<file path="src/rtl/fp_sdiv_seq.sv">
// rtl/fp_sdiv_seq.sv - sequential signed fixed-point divider (restoring, one quotient bit per enabled cycle)
// Truncating quotient with divide-by-zero and overflow saturation; start/valid handshake.
module fp_sdiv_seq #(
  parameter int WI  = 8,
  parameter int WF  = 8,
  parameter int WL  = WI + WF,
  parameter int WIO = WL,
  parameter int WFO = WF
) (
  input  logic                 CLK,
  input  logic                 nRST,
  input  logic                 CE,
  input  logic                 start,
  input  logic [WL-1:0]        dina,
  input  logic [WL-1:0]        dinb,
  output logic                 ready,
  output logic                 dout_valid,
  output logic [WIO+WFO-1:0]   dout,
  output logic                 div_zero,
  output logic                 ovf
);

  localparam int WN = WL + WFO;
  localparam int WO = WIO + WFO;
  localparam int CW = $clog2(WN);
  localparam int WX = ((WN > WO) ? WN : WO) + 1;

  localparam logic [WO-1:0] MAX_POS = {1'b0, {(WO-1){1'b1}}};
  localparam logic [WO-1:0] MIN_NEG = {1'b1, {(WO-1){1'b0}}};

  typedef enum logic [1:0] {IDLE, RUN, FIX} state_t;

  state_t          r_state;
  logic [CW-1:0]   r_cnt;
  logic            r_sign_q;
  logic            r_sign_a;
  logic [WL-1:0]   r_b;
  logic [WN-1:0]   r_n;
  logic [WL:0]     r_rem;
  logic [WN-1:0]   r_q;
  logic            r_ready;
  logic            r_valid;
  logic [WO-1:0]   r_dout;
  logic            r_div_zero;
  logic            r_ovf;

  logic [WL-1:0]   w_abs_a;
  logic [WL-1:0]   w_abs_b;
  logic [WL+1:0]   w_shift;
  logic [WL+1:0]   w_diff;
  logic [WX-1:0]   w_q_ext;
  logic [WX-1:0]   w_m;
  logic [WO-1:0]   w_q_o;
  logic [WO-1:0]   w_neg;

  // Negating the most negative input wraps to 2^(WL-1), which is its exact unsigned magnitude.
  assign w_abs_a = dina[WL-1] ? (~dina + 1'b1) : dina;
  assign w_abs_b = dinb[WL-1] ? (~dinb + 1'b1) : dinb;

  // Remainder stays below the divisor, so the top bit of the difference is a valid sign.
  assign w_shift = {r_rem, r_n[WN-1]};
  assign w_diff  = w_shift - {2'b00, r_b};

  assign w_q_ext = WX'(r_q);
  assign w_m     = WX'(1) << (WO - 1);
  assign w_q_o   = WO'(r_q);
  assign w_neg   = ~w_q_o + 1'b1;

  always_ff @(posedge CLK or negedge nRST) begin
    if (!nRST) begin
      r_state    <= IDLE;
      r_cnt      <= '0;
      r_sign_q   <= 1'b0;
      r_sign_a   <= 1'b0;
      r_b        <= '0;
      r_n        <= '0;
      r_rem      <= '0;
      r_q        <= '0;
      r_ready    <= 1'b1;
      r_valid    <= 1'b0;
      r_dout     <= '0;
      r_div_zero <= 1'b0;
      r_ovf      <= 1'b0;
    end else if (CE) begin
      r_valid <= 1'b0;
      case (r_state)
        IDLE: begin
          if (start) begin
            r_sign_q <= dina[WL-1] ^ dinb[WL-1];
            r_sign_a <= dina[WL-1];
            r_b      <= w_abs_b;
            r_n      <= WN'(w_abs_a) << WFO;
            r_rem    <= '0;
            r_q      <= '0;
            r_cnt    <= CW'(WN - 1);
            r_ready  <= 1'b0;
            r_state  <= RUN;
          end
        end
        RUN: begin
          r_n <= r_n << 1;
          if (!w_diff[WL+1]) begin
            r_rem <= w_diff[WL:0];
            r_q   <= {r_q[WN-2:0], 1'b1};
          end else begin
            r_rem <= w_shift[WL:0];
            r_q   <= {r_q[WN-2:0], 1'b0};
          end
          if (r_cnt == '0) begin
            r_state <= FIX;
          end else begin
            r_cnt <= r_cnt - 1'b1;
          end
        end
        FIX: begin
          r_div_zero <= 1'b0;
          r_ovf      <= 1'b0;
          if (r_b == '0) begin
            r_div_zero <= 1'b1;
            r_dout     <= r_sign_a ? MIN_NEG : MAX_POS;
          end else if (!r_sign_q) begin
            if (w_q_ext > (w_m - 1'b1)) begin
              r_dout <= MAX_POS;
              r_ovf  <= 1'b1;
            end else begin
              r_dout <= w_q_o;
            end
          end else begin
            // Magnitude exactly M maps onto the most negative code without saturating.
            if (w_q_ext > w_m) begin
              r_dout <= MIN_NEG;
              r_ovf  <= 1'b1;
            end else begin
              r_dout <= w_neg;
            end
          end
          r_valid <= 1'b1;
          r_ready <= 1'b1;
          r_state <= IDLE;
        end
        default: begin
          r_state <= IDLE;
          r_ready <= 1'b1;
        end
      endcase
    end
  end

  assign ready      = r_ready;
  assign dout_valid = r_valid;
  assign dout       = r_dout;
  assign div_zero   = r_div_zero;
  assign ovf        = r_ovf;

endmodule
</file>
<file path="config.mk">
export PLATFORM = sky130hd
export DESIGN_NAME = fp_sdiv_seq
export DESIGN_NICKNAME = d
export VERILOG_FILES = /design/src/rtl/fp_sdiv_seq.sv
export SDC_FILE = /design/constraint.sdc
export NUM_CORES = 1
export LEC_CHECK = 0
export CORE_MARGIN = 4
export CORE_UTILIZATION = 35
export CTS_BUF_LIST = sky130_fd_sc_hd__clkbuf_4 sky130_fd_sc_hd__clkbuf_8
export CTS_CLUSTER_SIZE = 10
export DETAILED_ROUTE_END_ITERATION = 10
export GPL_TIMING_DRIVEN = 0
export HOLD_SLACK_MARGIN = 0.02
export MAX_ROUTING_LAYER = met4
export SYNTH_ARGS = -nofsm -noshare
export SYNTH_HDL_FRONTEND = slang
export SYNTH_SLANG_ARGS = --single-unit
</file>
<file path="constraint.sdc">
create_clock -name CLK -period 5.1 [get_ports CLK]
set_clock_uncertainty 0.1 [all_clocks]
set_input_delay 1.02 -clock CLK [delete_from_list [all_inputs] [get_ports CLK]]
set_output_delay 1.02 -clock CLK [all_outputs]
set_load 0.02 [all_outputs]
</file>
### Word level (Yosys, flattened, before mapping)

Cells that the tools add are included.
Widths: inputs -> output; s select.

| word-level totals | value |
|---|---|
| word-level logic and storage cells | 69 |
| register bits | 118 |
| memories | 0 |
| latch bits | 0 |
| bits of input ports | 36 |
| memory bits (read-only) | 0 |
| memory bits (writable) | 0 |

| operators by class | value |
|---|---|
| bitwise gates (word level) | 5 |
| $mul | 0 |
| order comparisons | 2 |
| divide/modulo/power cells | 0 |
| equal/unequal tests | 5 |
| shift operators | 0 |
| add/sub/neg operators | 5 |
| reduce and logical (&&, ||, !) cells | 10 |
| mux-type cells | 29 |

Operators with widths:

| cell | count |
|---|---|
| $mux 24 | 7 |
| $pmux 24 s2 | 2 |
| $mux 17 | 2 |
| $pmux 17 s2 | 1 |
| $add 16x1->16 const B | 2 |
| $mux 16 | 2 |
| $not 16->16 | 2 |
| $add 24x1->24 const B | 1 |
| $gt 24x23->1 const B | 1 |
| $gt 24x24->1 const B | 1 |
| $not 24->24 | 1 |
| $sub 18x16->18 | 1 |
| $logic_not 16->1 | 1 |
| $reduce_and 3->1 | 4 |
| $mux 5 | 2 |
| $pmux 5 s2 | 1 |
| $mux 1 | 8 |
| $ne 2x2->1 const B | 3 |
| $logic_not 5->1 | 1 |
| $sub 5x1->5 const B | 1 |
| $mux 2 | 2 |
| $pmux 2 s2 | 1 |
| $reduce_and 4->1 | 1 |
| $eq 2x1->1 const B | 1 |
| other kinds (7) | 7 |

### Longest topological paths before layout

Gate-level depths: netlist of run 1.

| logic depth | value |
|---|---|
| depth in word-level cells | 5 |
| gate-level depth with buffers | 11 |
| gate-level depth less buffers | 10 |

### Worst setup path before layout of run 1

Ideal clock, no wire load.

| timing path | value |
|---|---|
| kind | register -> register |
| from | register r_q[4] |
| to | register r_dout[17] (netlist: dout[17]) |
| required time | 4874 ps |
| arrival time | 2644 ps |
| clock period less this slack | 2869 ps |
| buffers on the path | 2 |
| slack | 2231 ps |
| cell stages (with the launch flop) | 10 |
| cell sequence | dfrtp_1 or3_1 buf_2 or4_1 buf_2 or4_4 or4_4 a211oi_2 a21o_1 o21ai_1 |

| on the way | value |
|---|---|
| cells in the longest elaborated chain, start to end | 5 |

Ends and longest elaborated chain:

| what | RTL line | RTL |
|---|---|---|
| start: declaration | 40 | `logic [WN-1:0] r_q;` |
| start signal: assignment | 104 | `r_q <= {r_q[WN-2:0], 1'b1};` |
| start signal: assignment | 107 | `r_q <= {r_q[WN-2:0], 1'b0};` |
| $not 24->24 | 67 | `assign w_neg = ~w_q_o + 1'b1;` |
| $add 24x1->24 | 67 |  |
| $mux 24 | 130 | `if (w_q_ext > w_m) begin` |
| $mux 24 * | 121 | `end else if (!r_sign_q) begin` |
| $mux 24 * | 118 | `if (r_b == '0) begin` |
| end signal: assignment | 120 | `r_dout <= r_sign_a ? MIN_NEG : MAX_POS;` |
| end signal: assignment | 126 | `r_dout <= w_q_o;` |
| end signal: assignment | 134 | `r_dout <= w_neg;` |
| end: declaration | 43 | `logic [WO-1:0] r_dout;` |

Mark *: on every way between the ends. The rest lies on a longest branch, timed or not.
A chain may end at the register's enable or synchronous reset.

### Final worst setup path of run 1

| timing path | value |
|---|---|
| from | register r_b[12] |
| to | register r_rem[14] |

| on the way | value |
|---|---|
| cells in the longest elaborated chain, start to end | 3 |

Ends and longest elaborated chain:

| what | RTL line | RTL |
|---|---|---|
| start: declaration | 37 | `logic [WL-1:0] r_b;` |
| start signal: assignment | 91 | `r_b <= w_abs_b;` |
| $sub 18x16->18 | 62 | `assign w_diff = w_shift - {2'b00, r_b};` |
| $mux 17 | 102 | `if (!w_diff[WL+1]) begin` |
| $pmux 17 s2 | 86 | `case (r_state)` |
| end signal: assignment | 103 | `r_rem <= w_diff[WL:0];` |
| end signal: assignment | 106 | `r_rem <= w_shift[WL:0];` |
| end: declaration | 39 | `logic [WL:0] r_rem;` |

No other way between the ends.

==> out/qor.txt, run 1 <==
Status: finished clean
Vias/cell: 5.322
Post-CTS Setup Inserts: 0
Fillers: 1909
Final setup viols: 0
CTS H-tree depth: 3
Mean Syn Cell Area: 8.564 sq um
First-pass GRT wire length: 28750 microns
DR pass1 iterations: 5
Fin Setup TNS: 0 ps
Worst Setup End Kind: register
Post-CTS sizing: 0
Die W: 146.2 microns
Core area: 18770 sq um
Routed Antenna Nets: 0
Worst EP arrival: 3480 ps
Slew Viols, Final: 0
Hold WS: 376.4 ps
Sequential-to-total area share from yosys stat: 41.22%
Max Cap Viol: 0
Initial Utilization: 35.59%
Cells along the critical path: inv_1 > ha_1 > clkbuf_1 > nand3_1 > or3_1 > o221ai_1 > a31oi_1 > xnor2_1 > clkbuf_1 > o21ai_0 > a31o_2
Clock Path Buffers: 2
Std-Cell Rows: 50
Largest net degree at the start of global routing: 57
CP dominant cell by count: clkbuf_1
RSZ-0062 raised after global routing: false
Kind of critical path: reg2reg
Avg WL per Cell: 15.77 microns
Layout overhead on the synthesized area: 17.21%
Worst path required time: 5290 ps
Grt total ovfl: 0
Reg clk slew, reported paths: 110 ps
Final std cells w/o fill: 1093
Final nets: 913
EDFF count, synth: 0
Worst slew pin tran: 1068 ps
Via Count: 5817
Total CTS buffers: 9
Die area: 21360 sq um
CP Launch Type: register
Tmin final: 3286 ps
Post-Place Cells: 1077
FFs w/ async S/R, synth: 100.0%
Root buffer cell: clkbuf_8
First DRT Iteration DRCs: 281
Vias in the first global route: 5606
Synthesized flop and latch total: 110
Initial antenna violation count: 0
Ratio of final minimum period to clock period: 64.43%
N_diodes: 0
Setup slack, reg-to-reg: 1810 ps
Maximum vdd drop: 210.0 uV
Top_reg_cell synth: dfrtp_1
Worst rel slew slack: 28.25%
Final Hold Viols: 0
# hold bufs at CTS: 0
Synthesized area: 6680 sq um
Hold WC Path Type: reg2reg
Die Y: 146.2 microns
Synth Net Count: 838
Slowest cell on crit path: clkbuf_1
Power Density: 440.3 nW/um^2
Synth cell types: 55
Port-buffer cells: 62
Layout cell share with drive strength beyond 1: 3.725%
PnR Total Power: 0.003447 W
Crit-path max FO: 10
Total wire length: 17230 microns
Cells after Synth: 780
Leakage power: 3.425 nW
Synth Warn #: 0
IO Count: 64
Max stage delay on crit path: 620 ps
FMAX: 304.3 MHz
Routability cong.: 0.8547
CTS tree: yes
DRC: 0
Total track usage: 16.73%
Clock latency on the worst-skew pair: 390 ps
Sinks on Clock Net: 110
HPWL after detailed placement: 13070 microns
==> state kept, by name, summed over array words and instances, names as in the netlist <==
signal / cells
dout: 24
r_q: 24
r_rem: 17
r_b: 16
r_n: 16
r_cnt: 5
r_state: 2
div_zero: 1
dout_valid: 1
ovf: 1
r_sign_a: 1
r_sign_q: 1
ready: 1
==> cells in the mapped netlist (8+ instances only) <==
| cell type | number | area [sq um] |
|---|---|---|
| a21o_1 | 8 | 60.06 |
| inv_1 | 33 | 123.9 |
| o21a_1 | 9 | 67.56 |
| xor2_1 | 35 | 306.5 |
| a22o_1 | 22 | 192.7 |
| ha_1 | 21 | 262.8 |
| nand2_1 | 122 | 457.9 |
| nor3_1 | 15 | 75.07 |
| dfrtp_1 | 109 | 2728 |
| mux2i_1 | 21 | 210.2 |
| xnor2_1 | 15 | 131.4 |
| o211ai_1 | 17 | 127.6 |
| o21ai_0 | 112 | 560.5 |
| nor4_1 | 11 | 68.82 |
| nand3_1 | 13 | 65.06 |
| clkbuf_1 | 38 | 142.6 |
| nor2_1 | 44 | 165.2 |
| a21oi_1 | 38 | 190.2 |
==> worst max-delay path, delay by kind of cell, from the launching register on <==
family / cells / cell delay (ps)
XOR/XNOR: 1 / 280
AO/OA/AOI/OAI: 4 / 680
AND/OR/NAND/NOR: 2 / 480
buffers and inverters: 3 / 990
adder cells (fa/ha/maj): 1 / 270
flip-flops: 1 / 420
==> per-layer routing <==
| metal | wire length [microns] | GRT usage [%] | share of wire [%] | vias to the layer above |
|---|---|---|---|---|
| met5 | 0 | - | 0 | - |
| met4 | 184 | 3.951 | 1.1 | 0 |
| met3 | 556 | 3.104 | 3.2 | 12 |
| met2 | 8272 | 27.23 | 48 | 98 |
| met1 | 8219 | 21.77 | 48 | 2769 |
| li1 | - | - | - | 2938 |
==> report_power, final <==
| group | total [W] | internal [W] | switching [W] |
|---|---|---|---|
| clock network | 0.000564 | 0.000244 | 0.000319 |
| logic | 0.00171 | 0.000757 | 0.000952 |
| registers | 0.00117 | 0.00103 | 0.000141 |
| total | 0.00345 | 0.00204 | 0.00141 |
==> through the flow <==
step	cell area [sq um]	util [%]	setup slack, ps
final	7830	41.72	1814
after global routing	7830	41.72	1561
after CTS	7823	41.68	1800
after detailed placement	7619	40.59	1481
after global placement	7594	40.46	-1427
after floorplan	6680	-	2231
==> cell families (layout without fill, tap and decap cells) <==
logic type	count (synthesis)	after routing	synth area share [%]
compound gates	252	252	23.38
flops	110	110	41.23
buf+inv	75	154	4.270
fa+ha+maj	22	22	4.233
mux	21	21	3.147
simple gates	250	250	17.19
xor+xnor	50	50	6.556
==> final timing paths <==
path                       startpoint         to  cells after the start
max in group asynchronous        nRST      ready                      2
max                           r_b[12]  r_rem[14]                     11
min                               ovf        ovf                      2
max reg2reg                   r_b[12]  r_rem[14]                     11
min in group asynchronous        nRST   dout[19]                      1
min reg2reg                       ovf        ovf                      2
==> cells in the final DEF (no fill, tap or decap), types with 6 or more instances in the layout <==
master,count
a31oi_1,7
ha_1,21
clkbuf_8,10
nand3_1,13
o211ai_1,17
clkbuf_1,38
a22o_1,22
o31ai_1,7
a21oi_1,38
a21o_1,8
inv_1,33
o21ai_0,112
clkdlybuf4s50_1,61
dfrtp_1,109
xor2_1,35
mux2i_1,21
nor2_1,44
a211oi_1,6
o21a_1,9
nor3_1,15
nand2_1,122
nor4_1,11
xnor2_1,15
nand4_1,6
==> layout make-up <==
type	count	area [sq um]	share of cell area, %
buffer	42	161.4	2.061
clock buffer	10	137.6	1.758
clock inverter	5	66.31	0.8469
inverter	33	123.9	1.582
multi-input combinational	595	3641	46.50
sequential	110	2754	35.17
tap	234	292.8	3.739
timing repair buffer	64	653.1	8.341
No activity file was read; power rests on OpenSTA's default activity.
==> run 2: changes to the inputs <==
==> constraint.sdc (replaced) <==
create_clock -name CLK -period 3.3 [get_ports CLK]
set_clock_uncertainty 0.1 [all_clocks]
set_input_delay 0.66 -clock CLK [delete_from_list [all_inputs] [get_ports CLK]]
set_output_delay 0.66 -clock CLK [all_outputs]
set_load 0.02 [all_outputs]
==> run 2 against run 1 <==
  * Combinational power is 55% higher
  * Final area about the same
  * Routed wire length about the same
  * Power increased by 55%
  * Sequential share of layout area about the same
  * Via count up 0.26%
  * Register-to-register slack got worse by 1600 ps
  * Utilization about the same
  * Largest cell class unchanged
  * Largest power group unchanged
==> out/qor.txt, run 2 (synthesis results as in run 1) <==
Worst slew pin tran: 1019 ps (-49.44 ps)
Port-buffer cells: 62 (unchanged)
First-pass GRT wire length: 28750 microns (unchanged)
Start point of the critical path: r_q[4]
Sinks on Clock Net: 110 (unchanged)
Ratio of final minimum period to clock period: 92.12% (+28 points)
Power Density: 680.4 nW/um^2 (+55%)
Hold WS: 215.5 ps (-160.9 ps)
Max Cap Viol: 0 (unchanged)
Stages on the worst setup path: 9 (-2)
DR pass1 iterations: 5 (unchanged)
Initial Utilization: 35.59% (unchanged)
Worst EP arrival: 3210 ps (-270 ps)
Fin Setup TNS: 0 ps (unchanged)
Clock Path Buffers: 2 (unchanged)
Avg WL per Cell: 15.76 microns (about the same)
Post-Place Cells: 1077 (unchanged)
Setup slack, reg-to-reg: 260 ps (-1550 ps)
CP Launch Type: register
CTS H-tree depth: 3 (unchanged)
Worst Path Buf+Inv: 2 (-1)
Routability cong.: 0.8547 (unchanged)
Grt total ovfl: 0 (unchanged)
Slew Viols, Final: 0 (unchanged)
Kind of critical path: reg2reg
Cells along the critical path: or3_1 > buf_2 > or4_1 > buf_2 > or4_4 > or4_4 > a211oi_2 > a21o_1 > o21ai_1
Final Hold Viols: 0 (unchanged)
N_diodes: 0 (unchanged)
Final nets: 913 (unchanged)
Final std cells w/o fill: 1093 (unchanged)
Reg-to-Reg End: dout[17]
Vias in the first global route: 5606 (unchanged)
Initial antenna violation count: 0 (unchanged)
Die Y: 146.2 microns (unchanged)
Largest net degree at the start of global routing: 57 (unchanged)
FF-to-FF Start: r_q[4]
DRC: 0 (unchanged)
Die area: 21360 sq um (unchanged)
RSZ-0062 raised after global routing: false
Worst rel slew slack: 31.57% (+3.3 points)
IO Count: 64 (unchanged)
Layout overhead on the synthesized area: 17.25% (about the same)
Leakage power: 3.431 nW (+0.17%)
Storage cell area: 2754 sq um (unchanged)
Die W: 146.2 microns (unchanged)
PnR Total Power: 0.005329 W (+55%)
Reg clk slew, reported paths: 110 ps (about the same)
Total wire length: 17220 microns (about the same)
Worst path required time: 3470 ps (-1820 ps)
CTS tree: yes
Area taken by multi-input logic gates: 3641 sq um (unchanged)
Routed Antenna Nets: 0 (unchanged)
Std-Cell Rows: 50 (unchanged)
Tmin final: 3040 ps (-246.2 ps)
CP Capture Point: dout[17]
HPWL after detailed placement: 13070 microns (unchanged)
Path depth of the worst reg2reg path: 9 (-2)
Max stage delay on crit path: 470 ps (-150 ps)
Total CTS buffers: 9 (unchanged)
Total track usage: 16.73% (unchanged)
Clock latency on the worst-skew pair: 390 ps (about the same)
Vias/cell: 5.336 (+0.26%)
Slowest cell on crit path: or4_4
CP top delay family: simple AND/OR/NAND/NOR gates
Final setup viols: 0 (unchanged)
Most frequent cells in the layout: nand2_1, o21ai_0, dfrtp_1
First DRT Iteration DRCs: 331 (+18%)
Status: finished clean
Layout cell share with drive strength beyond 1: 3.958% (+0.23 points)
Via Count: 5832 (+0.26%)
FMAX: 329.0 MHz (+8.1%)
Hold WC Path Type: in2async
Worst Setup End Kind: register
Core area: 18770 sq um (unchanged)
Root buffer cell: clkbuf_8
Crit-path max FO: 6 (-4)
Fillers: 1910 (+0.052%)
Commonest non-fill, non-tap cell in the layout: nand2_1
Maximum vdd drop: 333.7 uV (+59%)
==> run 2: cell counts in the layout (fill, tap and decap cells not counted) <==
Identical to the previous run, type by type.
==> run 2: per-layer routing <==
metal	part of all wire, %	vias to the layer above	global-route usage [%]
met5	0	-	-
met2	48	121	27.23
met4	0.95	0	3.951
met3	3.7	11	3.104
li1	-	2939	-
met1	47	2761	21.77
==> run 2: repair_timing <==
| item | CTS | global route |
|---|---|---|
| gates resized for setup | 0 | 4 |
| setup buffers | 0 | 0 |
| hold buffers | 0 | 0 |
| setup endpoints to repair | 0 | 13 |
==> run 2: through the flow <==
stage          setup WS, ps  area [sq um]  utilization (%)
6_report              260.2          7833            41.73
5_1_grt               41.42          7833            41.73
4_1_cts              0.1263          7823            41.68
3_5_place_dp          14.75          7619            40.59
3_3_place_gp          -2867          7594            40.46
2_1_floorplan         430.5          6680                -
==> run 2: how the worst min path moves through the flow <==
| stage | to | slack, ps | depth (start not counted) |
|---|---|---|---|
| 6_report | dout[19] | 220 | 1 |
| 5_1_grt | dout[6] | 250 | 1 |
| 4_1_cts | dout[6] | 230 | 1 |
| 3_5_place_dp | ovf | 360 | 2 |
| 3_3_place_gp | ovf | 350 | 2 |
| 2_1_floorplan | div_zero | 260 | 0 |
==> run 2: report_power, final <==
part | total, W | switching [W] | leakage [nW] | internal (W)
Sequential | 0.00182 | 0.000218 | 1.42 | 0.00160
Combinational | 0.00265 | 0.00147 | 1.92 | 0.00117
Clock | 0.000868 | 0.000490 | 0.101 | 0.000378
Total | 0.00533 | 0.00218 | 3.43 | 0.00315
==> run 2: layout make-up <==
| cell class | instances | area share [%] |
|---|---|---|
| clock inverter | 5 | 0.8466 |
| buffer | 42 | 2.093 |
| sequential | 110 | 35.16 |
| multi-input combinational | 595 | 46.49 |
| timing repair buffer | 64 | 8.339 |
| tap | 234 | 3.738 |
| clock buffer | 10 | 1.757 |
| inverter | 33 | 1.581 |
==> run 2: worst reg2reg max path, stage by stage, from the launching register on <==
cell and delay, ps:
dfrtp_1 450, or3_1 380, buf_2 160, or4_1 380, buf_2 170, or4_4 470
or4_4 440, a211oi_2 220, a21o_1 110, o21ai_1 50
